$ cat config.mk
export PLATFORM = sky130hd
export DESIGN_NAME = rtc_7seg_scan_mux
export DESIGN_NICKNAME = d
export VERILOG_FILES = /design/src/rtl/rtc_disp_pkg.sv /design/src/rtl/rtc_7seg_dec.sv /design/src/rtl/rtc_7seg_scan_mux.sv
export SDC_FILE = /design/constraint.sdc
export NUM_CORES = 1
export LEC_CHECK = 0
export ABC_AREA = 1
export BUFFER_PORTS_ARGS = -buffer_cell sky130_fd_sc_hd__clkbuf_2
export CAP_MARGIN = 15
export CELL_PAD_IN_SITES_DETAIL_PLACEMENT = 2
export CELL_PAD_IN_SITES_GLOBAL_PLACEMENT = 2
export CORE_MARGIN = 2
export CORE_UTILIZATION = 39
export CTS_CLUSTER_SIZE = 10
export DETAILED_ROUTE_END_ITERATION = 7
export PLACE_DENSITY = 0.86
export SETUP_SLACK_MARGIN = 0.4
export SLEW_MARGIN = 25
export SYNTH_ARGS = -nofsm -noshare
export SYNTH_HDL_FRONTEND = slang
export SYNTH_SLANG_ARGS = --single-unit
$ cat constraint.sdc
create_clock -name clk -period 3.62 [get_ports clk]
set_clock_uncertainty 0.15 [all_clocks]
set_input_delay 0.181 -clock clk [delete_from_list [all_inputs] [get_ports clk]]
set_output_delay 0.181 -clock clk [all_outputs]
set_load 0.05 [all_outputs]
$ cat src/rtl/rtc_disp_pkg.sv
// Shared display constants for the RTC seven-segment path.
// Segment vectors are {a,b,c,d,e,f,g}: bit6 = a down to bit0 = g, active-high.
package rtc_disp_pkg;

  typedef logic [6:0] seg_t;

  localparam seg_t SEG_0     = 7'b1111110;
  localparam seg_t SEG_1     = 7'b0110000;
  localparam seg_t SEG_2     = 7'b1101101;
  localparam seg_t SEG_3     = 7'b1111001;
  localparam seg_t SEG_4     = 7'b0110011;
  localparam seg_t SEG_5     = 7'b1011011;
  localparam seg_t SEG_6     = 7'b1011111;
  localparam seg_t SEG_7     = 7'b1110000;
  localparam seg_t SEG_8     = 7'b1111111;
  localparam seg_t SEG_9     = 7'b1111011;
  localparam seg_t SEG_A     = 7'b1110111;
  localparam seg_t SEG_B     = 7'b0011111;
  localparam seg_t SEG_C     = 7'b1001110;
  localparam seg_t SEG_D     = 7'b0111101;
  localparam seg_t SEG_E     = 7'b1001111;
  localparam seg_t SEG_F     = 7'b1000111;
  localparam seg_t SEG_BLANK = 7'b0000000;

  // $clog2 that never yields a zero-width vector.
  function automatic int width_of(input int n);
    return (n <= 2) ? 1 : $clog2(n);
  endfunction

endpackage

$ cat src/rtl/rtc_7seg_dec.sv
// Combinational 4-bit code to active-high seven-segment pattern.
// Codes 10-15 decode to hex letters only when hex_en is set, otherwise blank.
module rtc_7seg_dec
  import rtc_disp_pkg::*;
(
  input  logic [3:0] code,
  input  logic       hex_en,
  output logic [6:0] seg
);

  always_comb begin
    seg = SEG_BLANK;
    case (code)
      4'd0:  seg = SEG_0;
      4'd1:  seg = SEG_1;
      4'd2:  seg = SEG_2;
      4'd3:  seg = SEG_3;
      4'd4:  seg = SEG_4;
      4'd5:  seg = SEG_5;
      4'd6:  seg = SEG_6;
      4'd7:  seg = SEG_7;
      4'd8:  seg = SEG_8;
      4'd9:  seg = SEG_9;
      4'd10: seg = hex_en ? SEG_A : SEG_BLANK;
      4'd11: seg = hex_en ? SEG_B : SEG_BLANK;
      4'd12: seg = hex_en ? SEG_C : SEG_BLANK;
      4'd13: seg = hex_en ? SEG_D : SEG_BLANK;
      4'd14: seg = hex_en ? SEG_E : SEG_BLANK;
      4'd15: seg = hex_en ? SEG_F : SEG_BLANK;
      default: seg = SEG_BLANK;
    endcase
  end

endmodule

$ cat src/rtl/rtc_7seg_scan_mux.sv
// Time-multiplexed N-digit seven-segment driver with tear-free frame buffering,
// leading-zero blanking and per-slot brightness PWM. All pin outputs are registered.
module rtc_7seg_scan_mux
  import rtc_disp_pkg::*;
#(
  parameter int NUM_DIGITS     = 6,
  parameter int SCAN_DIV       = 1000,
  parameter int HEX_EN         = 0,
  parameter int BLANK_LZ       = 1,
  parameter int SEG_ACTIVE_LOW = 0,
  parameter int DIG_ACTIVE_LOW = 1
) (
  input  logic                    clk,
  input  logic                    rst_n,
  input  logic                    en,
  input  logic                    load,
  input  logic [4*NUM_DIGITS-1:0] digits_in,
  input  logic [NUM_DIGITS-1:0]   dp_in,
  input  logic [3:0]              brightness,
  output logic [6:0]              seg_out,
  output logic                    dp_out,
  output logic [NUM_DIGITS-1:0]   dig_sel,
  output logic                    frame_done
);

  localparam int SW = width_of(SCAN_DIV);
  localparam int IW = width_of(NUM_DIGITS);
  localparam int PW = SW + 5;
  localparam logic [SW-1:0] SLOT_LAST = SW'(SCAN_DIV - 1);
  localparam logic [IW-1:0] IDX_LAST  = IW'(NUM_DIGITS - 1);

  logic [SW-1:0]             slot_cnt;
  logic [IW-1:0]             idx;
  logic [4*NUM_DIGITS-1:0]   pend_dig, act_dig;
  logic [NUM_DIGITS-1:0]     pend_dp, act_dp;
  logic [NUM_DIGITS-1:0]     blank_mask;
  logic                      zero_run;
  logic [3:0]                cur_nib;
  logic                      cur_dp, cur_blank;
  logic [6:0]                dec_seg;
  logic [PW-1:0]             bright_p1, on_len;
  logic                      pwm_on, frame_start;
  logic [6:0]                seg_q;
  logic                      dp_q;
  logic [NUM_DIGITS-1:0]     dig_q;

  assign frame_start = en && (slot_cnt == '0) && (idx == '0);
  assign frame_done  = en && (slot_cnt == SLOT_LAST) && (idx == IDX_LAST);

  always_ff @(posedge clk or negedge rst_n) begin
    if (!rst_n) begin
      slot_cnt <= '0;
      idx      <= '0;
    end else if (!en) begin
      slot_cnt <= '0;
      idx      <= '0;
    end else if (slot_cnt == SLOT_LAST) begin
      slot_cnt <= '0;
      idx      <= (idx == IDX_LAST) ? '0 : idx + 1'b1;
    end else begin
      slot_cnt <= slot_cnt + 1'b1;
    end
  end

  // Active copy only at frame start, so a mid-frame load never tears the display.
  always_ff @(posedge clk or negedge rst_n) begin
    if (!rst_n) begin
      pend_dig <= '0;
      pend_dp  <= '0;
      act_dig  <= '0;
      act_dp   <= '0;
    end else begin
      if (load) begin
        pend_dig <= digits_in;
        pend_dp  <= dp_in;
      end
      if (frame_start) begin
        act_dig <= pend_dig;
        act_dp  <= pend_dp;
      end
    end
  end

  always_comb begin
    blank_mask = '0;
    zero_run   = 1'b1;
    for (int k = NUM_DIGITS - 1; k >= 1; k--) begin
      zero_run      = zero_run && (act_dig[4*k +: 4] == 4'd0);
      blank_mask[k] = (BLANK_LZ != 0) && zero_run;
    end
  end

  always_comb begin
    cur_nib   = '0;
    cur_dp    = 1'b0;
    cur_blank = 1'b0;
    for (int k = 0; k < NUM_DIGITS; k++) begin
      if (idx == IW'(k)) begin
        cur_nib   = act_dig[4*k +: 4];
        cur_dp    = act_dp[k];
        cur_blank = blank_mask[k];
      end
    end
  end

  rtc_7seg_dec u_dec (
    .code   (cur_nib),
    .hex_en (HEX_EN != 0),
    .seg    (dec_seg)
  );

  // Slot cycle 0 stays dark so the previous digit's segments never ghost onto the next select.
  assign bright_p1 = {{(PW-4){1'b0}}, brightness} + PW'(1);
  assign on_len    = (bright_p1 * PW'(SCAN_DIV)) >> 4;
  assign pwm_on    = en && (slot_cnt != '0) && ({5'b0, slot_cnt} <= on_len);

  always_ff @(posedge clk or negedge rst_n) begin
    if (!rst_n) begin
      seg_q <= '0;
      dp_q  <= 1'b0;
      dig_q <= '0;
    end else begin
      seg_q <= (pwm_on && !cur_blank) ? dec_seg : '0;
      dp_q  <= pwm_on && cur_dp;
      dig_q <= pwm_on ? (NUM_DIGITS'(1) << idx) : '0;
    end
  end

  assign seg_out = (SEG_ACTIVE_LOW != 0) ? ~seg_q : seg_q;
  assign dp_out  = (SEG_ACTIVE_LOW != 0) ? ~dp_q  : dp_q;
  assign dig_sel = (DIG_ACTIVE_LOW != 0) ? ~dig_q : dig_q;

endmodule

-- After elaboration in Yosys (flattened, before gate mapping)
Cells that the tools add are included.
- bitwise operators: 1
- reductions and logical operators: 23
- multipliers: 1
- magnitude comparators: 1
- $add $sub $neg: 3
- mux-type cells: 25
- shifts and indexed selects: 1
- equality and inequality tests: 22
- operators by type and width (operator ; count):
    7-bit case mux with 11 select lines ; 1
    4-bit equality test, second input constant ; 8
    4-bit logical NOT ; 6
    4-bit two-way mux ; 6
    10-bit two-way mux ; 2
    4-bit by 3-bit equality test with 1-bit output, second input constant ; 4
    1-bit logical AND ; 12
    5-bit by 7-bit multiplier with 12-bit output, second input constant ; 1
    10-bit by 11-bit <= comparator with 1-bit output ; 1
    1-bit two-way mux ; 11
    10-bit by 1-bit adder with 10-bit output, second input constant ; 1
    10-bit equality test, second input constant ; 1
    10-bit logical NOT ; 1
    10-bit nonzero test ; 1
    3-bit two-way mux ; 3
    4-bit by 2-bit equality test with 1-bit output, second input constant ; 2
    7-bit two-way mux ; 1
    3-bit by 2-bit equality test with 1-bit output, second input constant ; 2
    3-bit equality test, second input constant ; 2
    6-bit two-way mux ; 1
    6-bit inverter ; 1
    6-bit OR reduction ; 1
    1-bit by 3-bit << shifter with 6-bit output, first input constant ; 1
    4-bit by 1-bit adder with 5-bit output, second input constant ; 1
    6 further kinds ; 6
- input port bits: 38
- word-level logic and storage cells: 86
- register bits after elaboration: 87

-- Longest topological paths before layout
Gate-level depths: netlist of the first run.
- word-level depth: 13
- gate-level depth with buffers: 24

-- Modules after synthesis
A second synthesis of the first run with hierarchy kept.
- cell total of the unflattened synthesis: 619
- area total of the unflattened synthesis: 5171.2 sq um
- by module, submodules not included (module ; seq. area each (sq um) ; cells an instance ; times used ; area each (sq um)):
    rtc_7seg_scan_mux ; 2177.1 ; 564 ; 1 ; 4926.0
    rtc_7seg_dec ; 0.0 ; 55 ; 1 ; 245.2

-- Worst setup path before layout of the first run
OpenSTA, ideal clock, no wires.
- path type: input-to-reg
- start: input brightness[0]
- end: register seg_q[1] (netlist: seg_out[1])
- required time: 3392 ps
- library setup time: 78 ps
- slack: -818 ps
- stages on the path: 21
- data arrival time: 4211 ps
- buffers on the path: 0
- path through: ha_1 -> xor2_1 -> fa_1 -> fa_1 -> inv_1 -> fa_1 -> inv_1 -> ha_1 -> a21oi_1 -> o21ai_1 -> a21oi_1 -> xor2_1 -> ha_1 -> a21o_1 -> a21oi_1 -> nand2_1 -> nand4_1 -> nand2_2 -> inv_1 -> nand2_1 -> a21oi_1
- longest elaborated chain between the ends: 6
- ends and longest elaborated chain (item ; line ; RTL):
    start, declared ; rtc_7seg_scan_mux.sv:19 ; input logic [3:0] brightness,
    4-bit by 1-bit adder with 5-bit output ; rtc_7seg_scan_mux.sv:113 ; assign bright_p1 = {{(PW-4){1'b0}}, brightness} + PW'(1);
    5-bit by 7-bit multiplier with 12-bit output ; rtc_7seg_scan_mux.sv:114 ; assign on_len = (bright_p1 * PW'(SCAN_DIV)) >> 4;
    10-bit by 11-bit <= comparator with 1-bit output ; rtc_7seg_scan_mux.sv:115 ; assign pwm_on = en && (slot_cnt != '0) && ({5'b0, slot_cnt} <= on_len);
    1-bit logical AND ; rtc_7seg_scan_mux.sv:115 ;
    1-bit logical AND ; rtc_7seg_scan_mux.sv:123 ; seg_q <= (pwm_on && !cur_blank) ? dec_seg : '0;
    7-bit two-way mux ; rtc_7seg_scan_mux.sv:123 ;
    end signal, assigned ; rtc_7seg_scan_mux.sv:123 ;
    end, declared ; rtc_7seg_scan_mux.sv:43 ; logic [6:0] seg_q;
Every way passes these cells.
A chain may end at the register's enable or synchronous reset.

-- Worst setup path in the final report of the first run
- start: input brightness[0]
- end: register seg_q[0] (netlist: seg_out[0])
Same word-level chain as after synthesis.

==> results_dict.tcl, run 1 <==
set metrics [dict create \
    syn_area_um2 4890 \
    drc_errors 0 \
    required_ns 3.77 \
    fin_nets 764 \
    synth_top_flop_cell "dfrtp_1" \
    clock-sinks 87 \
    start_kind "input pin" \
    placed_area_um2 5540 \
    crit_fanout 5 \
    core_um2 12100 \
    drive_above_1_share_pct 22.8 \
    ys_seq_elements 87 \
    yosysWarnings 0 \
    place_congestion 0.802 \
    layout_setup_ws_ns -0.824 \
    antenna_cells 0 \
    grt-busiest-layer "met2" \
    syn_area_per_cell_um2 8.55 \
    place.detailed.hpwl_mm 11.4 \
    io_buffers 52 \
    clock_latency_ns 0.36 \
    place_inst 799 \
    synth_nets 657 \
    seq_area_um2 2180 \
    ys_types 37 \
    drtAntennaViolNets 0 \
    p_per_area_nw_per_um2 568 \
    worst_pin_slew_ns 0.929 \
    first_iter_violations 302 \
    met1_usage_pct 33.9 \
    drv_slew 0 \
    drv_cap 0 \
    yosys-mux-area-fraction_pct 0 \
    fp.dieH_um 116 \
    syn2layout_area_growth_pct 30.9 \
    worstPathArrival_ns 4.59 \
    cts_tree "built" \
    use_met3_pct 6.59 \
    rsz0062_at_grt "true" \
    firstDrtPassIters 5 \
    status "finished, violations left" \
    path_class "input pin to flip-flop" \
    grt_pass1_vias 5531 \
    r2r-end "seg_out[6]" \
    synth_xor_area_share_pct 1.61 \
    rrSetupSlack_ns 0.79 \
    via_per_inst 5.46 \
    grt-ovfl-total 0 \
    ios 53 \
    hold_start "en" \
    leakage_nw 3.23 \
    grt_pass1_wl_mm 31.6 \
    power_mw 3.64 \
    slew_headroom_pct 38.1 \
    clk_path_buf_depth 2 \
    finalHoldViolCount 0 \
    violations "negative setup slack" \
    synth_top_family_by_area "simple AND/OR/NAND/NOR gates" \
    htree_num_levels 3 \
    min_to "slot_cnt[1]" \
    min_period_over_period_pct 123 \
    pre_cts_ws_ns -1.23 \
    cp-end-kind "flip-flop" \
    min_period_ns 4.44 \
    async_reset_ff_share_pct 100 \
    setup_viol 14 \
    dieArea_um2 13500 \
    die_w_um 116 \
    holdPathStages 3 \
    grt_max_degree 64 \
    cts_root_buffer "clkbuf_16" \
    start_util_pct 40.4 \
    wl_per_cell_um 24.5 \
    multi_input_area_um2 2510 \
    synth_cells 572 \
    vias 4656 \
    synth_edf_count 0 \
    synth-compound-area-share_pct 13.2 \
    synth-simple-area-share_pct 18.2 \
    synthAdderAreaFrac_pct 13.6 \
    postLayoutCellArea_um2 6400 \
    grt_antenna_before_repair 0 \
    rr_worst_depth 14 \
    hold_class "input pin to flip-flop" \
    fillers 1272 \
    rr_startpoint "idx[0]" \
    stdcell_count 852 \
    grt_usage_pct 32.3 \
    fp-row-count 40 \
    holdWs_ns 0.221 \
    cts_made_buffers 9 \
    yosysSeqAreaShare_pct 44.5 \
    cts.clk_slew.worst_paths_ns 0.07 \
    vdd.ir_drop.worst_v 0.000336 \
    gr-usage-met2_pct 60.7 \
    timing.fmax_ghz 0.225 \
    wirelength_mm 20.9 \
]
-- repair_timing --
item                                   4_1_cts  5_1_grt
resized for setup                           35       10
setup buffers                                5        1
endpoints found under the hold margin       92        0
setup endpoints to repair                   14       14
hold buffers                                31        0
pin swaps                                   25        9
-- synth_stat cells, drive strengths merged, types with 7 or more instances --
cell type	number	area [um2]
nand4	12	75.1
xor2	7	61.3
inv	89	334
a21oi	33	184
ha	37	463
nand3	27	145
fa	10	200
dfrtp	87	2180
o21ai	71	355
nor2	30	130
nand2	126	480
clkbuf	13	48.8
-- critical path, stage by stage --
cell and delay [ns]:
clkbuf_16 0.13, ha_4 0.19, and3_4 0.19, fa_2 0.50, fa_1 0.51, inv_1 0.05
fa_1 0.50, inv_2 0.06, ha_4 0.24, buf_6 0.12, a21oi_2 0.13, o21bai_1 0.08
a21oi_1 0.17, xor2_1 0.24, ha_1 0.30, and3_4 0.19, nand2_2 0.09, nand2_2 0.07
nand4_1 0.11, nand2_2 0.13, a21oi_2 0.21, nand2_1 0.11, inv_1 0.07
-- cell families (layout without fill, tap and decap cells) --
group	after synthesis	in the layout
XOR/XNOR	9	9
AO/OA/AOI/OAI	117	117
adder cells (fa/ha/maj)	47	47
AND/OR/NAND/NOR	204	204
flip-flops	87	87
buffers and inverters	108	220
-- report_power, final --
part / leakage, nW / switching, mW / internal, mW
registers: 1.11 / 0.102 / 1.10
clock network: 0.148 / 0.425 / 0.603
logic: 1.97 / 0.849 / 0.563
-- layer usage --
metal	vias up	wire length (um)
met3	65	799
met5	-	0
met2	149	11400
met1	2389	7780
met4	0	895
li1	2053	-
-- final cells by class --
class	count	area share [%]
Clock buffer	10	3.58
Clock inverter	6	1.33
Inverter	89	5.22
Multi-Input combinational cell	377	39.1
Sequential cell	87	34.0
Tap cell	168	3.28
Timing Repair Buffer	115	13.5
-- worst max-delay path by stage --
stage | from | slack, ns | end | cells after the start
finish | brightness[0] | -0.82 | seg_out[0] | 23
global route | brightness[2] | -0.92 | seg_out[0] | 25
CTS | brightness[0] | -0.57 | seg_out[1] | 22
detailed placement | brightness[0] | -1.23 | seg_out[6] | 25
global placement | brightness[0] | -0.76 | seg_out[5] | 24
floorplan | brightness[0] | -0.54 | seg_out[6] | 21
-- sequential cells by signal (all words and copies together) (netlist names) --
signal	count
dig_q	6
act_dig	24
slot_cnt	10
idx	3
seg_out	7
act_dp	6
dp_out	1
pend_dig	24
pend_dp	6
-- layout by cell type, fill, tap and decap left out, types with 5 or more instances in the layout --
master | Yosys | routed
nand2_1 | 123 | 117
dfrtp_1 | 87 | 87
inv_1 | 85 | 81
o21ai_0 | 65 | 65
clkbuf_2 | 0 | 48
ha_1 | 37 | 34
dlygate4sd3_1 | 0 | 31
buf_4 | 2 | 30
nand3_1 | 25 | 23
nor2_1 | 27 | 21
a21oi_1 | 30 | 19
nand4_1 | 12 | 12
a21oi_2 | 2 | 11
clkbuf_16 | 0 | 10
fa_1 | 10 | 9
inv_2 | 4 | 8
nand2_2 | 3 | 7
nor2_4 | 2 | 6
o21ai_1 | 6 | 5
-- per-stage QoR --
stage | TNS [ns] | utilization, %
floorplan | -6.34 | -
global placement | -10.20 | 45.7
detailed placement | -16.11 | 45.7
CTS | -7.61 | 52.4
global route | -11.79 | 52.9
finish | -10.30 | 52.9
(Power assumes the default switching activity.)
==> inputs of run 2 (changes only) <==
clock period = 5.3 ns   (was 3.62 ns; I/O delays follow)
==> run 2 against run 1 <==
Compared with the run above: cell count is 4.0% lower; critical path depth is 2 higher; register-to-register slack better by 1.8 ns; via count is 10% lower; worst hold slack worse by 0.21 ns; combinational power is 52% lower; largest cell class unchanged; count of clock-buffer cells in the layout is 2 higher; sequential share of layout area is 2.7 points higher; the run now ends clean; first-iteration DRC count is 54% lower; largest power group is now sequential cells; global-route usage is 8.4 points lower; design area is 7.2% lower.
==> results_dict.tcl, run 2 (synthesized netlist as in run 1, its figures left out) <==
set metrics [dict create \
    vias 4182 \
    cts.clk_slew.worst_paths_ns 0.06 \
    cts_root_buffer "clkbuf_16" \
    final_common_cell "nand2_1" \
    drc_errors 0 \
    wl_per_cell_um 19.0 \
    drv_cap 0 \
    grt_antenna_before_repair 0 \
    worstPathArrival_ns 4.91 \
    place.detailed.hpwl_mm 10.1 \
    syn2layout_area_growth_pct 21.4 \
    firstDrtPassIters 4 \
    reg_top3 "act_dig: 24 flops, pend_dig: 24 flops, slot_cnt: 10 flops" \
    drive_above_1_share_pct 15.7 \
    rsz0062_at_grt "false" \
    rr_startpoint "idx[0]" \
    min_to "pend_dig[16]" \
    slew_headroom_pct 40.7 \
    grt_pass1_wl_mm 24.6 \
    io_buffers 52 \
    clkPwrFrac_pct 28.8 \
    leakage_nw 3.03 \
    vdd.ir_drop.worst_v 0.000204 \
    wirelength_mm 15.5 \
    ios 53 \
    rr_worst_depth 12 \
    final_util_pct 49.0 \
    grt_pass1_vias 4722 \
    clock_latency_ns 0.34 \
    antenna_cells 0 \
    place_congestion 0.804 \
    p_per_area_nw_per_um2 353 \
    comb_power_share_pct 32.6 \
    grt-ovfl-total 0 \
    internal_power_mw 1.34 \
    path_class "input pin to flip-flop" \
    via_per_inst 5.11 \
    htree_num_levels 3 \
    cp-end-kind "flip-flop" \
    drtAntennaViolNets 0 \
    timing.fmax_ghz 0.209 \
    holdPathStages 3 \
    worst_pin_slew_ns 0.884 \
    cts_tree "built" \
    grt_usage_pct 23.9 \
    start_util_pct 40.4 \
    required_ns 5.44 \
    fp-row-count 40 \
    fin_nets 731 \
    first_iter_violations 138 \
    min_period_over_period_pct 90.1 \
    grt_max_degree 61 \
    r2r-end "seg_out[0]" \
    dieArea_um2 13500 \
    slowest_delay_ns 0.54 \
    crit_fanout 9 \
    fillers 1316 \
    worst_path_max_delay_cell "fa_1" \
    finalHoldViolCount 0 \
    clk_path_buf_depth 2 \
    final_cell_mix "nand2_1 (122), dfrtp_1 (87), inv_1 (84), o21ai_0 (65), clkbuf_2 (48)" \
    netSwitchingPower_mw 0.757 \
    core_um2 12100 \
    start_kind "input pin" \
    min_period_ns 4.77 \
    clock-sinks 87 \
    cts_made_buffers 9 \
    hold_class "input pin to flip-flop" \
    setup_viol 0 \
    cp_top_family "adder cells" \
    hold_start "digits_in[16]" \
    status "completed" \
    drv_slew 0 \
    crit_buf_inv 5 \
    die_w_um 116 \
    fp.dieH_um 116 \
    power_mw 2.09 \
    swShare_pct 36.2 \
    rrSetupSlack_ns 2.54 \
    seqPwrFrac_pct 38.6 \
]
==> run 2: changes by cell type in the layout (fill, tap and decap cells not counted), moves of 3 or more <==
cell and delta:
dlygate4sd3_1 -4, inv_2 -3, inv_1 +3, buf_4 -26, nand2_2 -4, nand2_1 +5, a21oi_2 -6, nor2_1 +5
a21oi_1 +8, nor2_4 -4
==> run 2: routing by layer <==
metal,global-route usage (%),part of all wire [%]
met1,29.2,42
met2,42.8,54
met3,3.77,2.1
met4,8.65,1.9
met5,0,0
==> run 2: stage by stage <==
step	instances	instance area (um2)	TNS [ns]	setup slack [ns]	hold WS (ns)
floorplan	572	4890	0	0.778	-0.181
global placement	774	5270	0	0.308	0.119
detailed placement	774	5270	-0.275	-0.0846	0.129
CTS	817	5840	0	0.443	0.0111
global route	818	5940	0	0.248	0.0300
finish	818	5940	0	0.526	0.0124
==> run 2: layout make-up <==
type	count	area [um2]	area share [%]
inverters	89	334	5.62
well taps	168	210	3.54
clock inverters	3	18.8	0.316
flip-flops and latches	87	2180	36.7
multi-input cells	377	2380	40.1
clock buffers	12	256	4.32
repair buffers	82	561	9.44
==> run 2: what timing repair did <==
| action | 4_1_cts | 5_1_grt |
|---|---|---|
| gates resized for setup | 3 | 19 |
| endpoints found under the hold margin | 66 | 0 |
| buffers inserted | 1 | 1 |
| pin swaps | 2 | 4 |
| hold buffers | 27 | 0 |
| setup endpoints to repair | 7 | 8 |
==> run 2: worst max-delay path by stage <==
stage,from,endpoint,depth (start not counted)
after floorplan,brightness[0],seg_out[1],21
after global placement,brightness[0],seg_out[4],22
after detailed placement,brightness[0],seg_out[1],22
after CTS,brightness[0],seg_out[1],22
after global routing,brightness[0],seg_out[5],25
final,brightness[0],seg_out[0],25
==> run 2: worst min-delay path, cell delays in order <==
cell	delay, ns
clkbuf_2	0.07
nand2_1	0.05
o21ai_0	0.08
==> run 2: power by group through the flow <==
stage	logic [mW]	registers (mW)	clock network, mW
6_report	0.683	0.809	0.603
5_1_grt	0.776	0.819	0.645
4_1_cts	0.629	0.808	0.619
3_5_place_dp	0.598	0.816	0
3_3_place_gp	0.543	0.811	0
2_1_floorplan	0.389	0.829	0
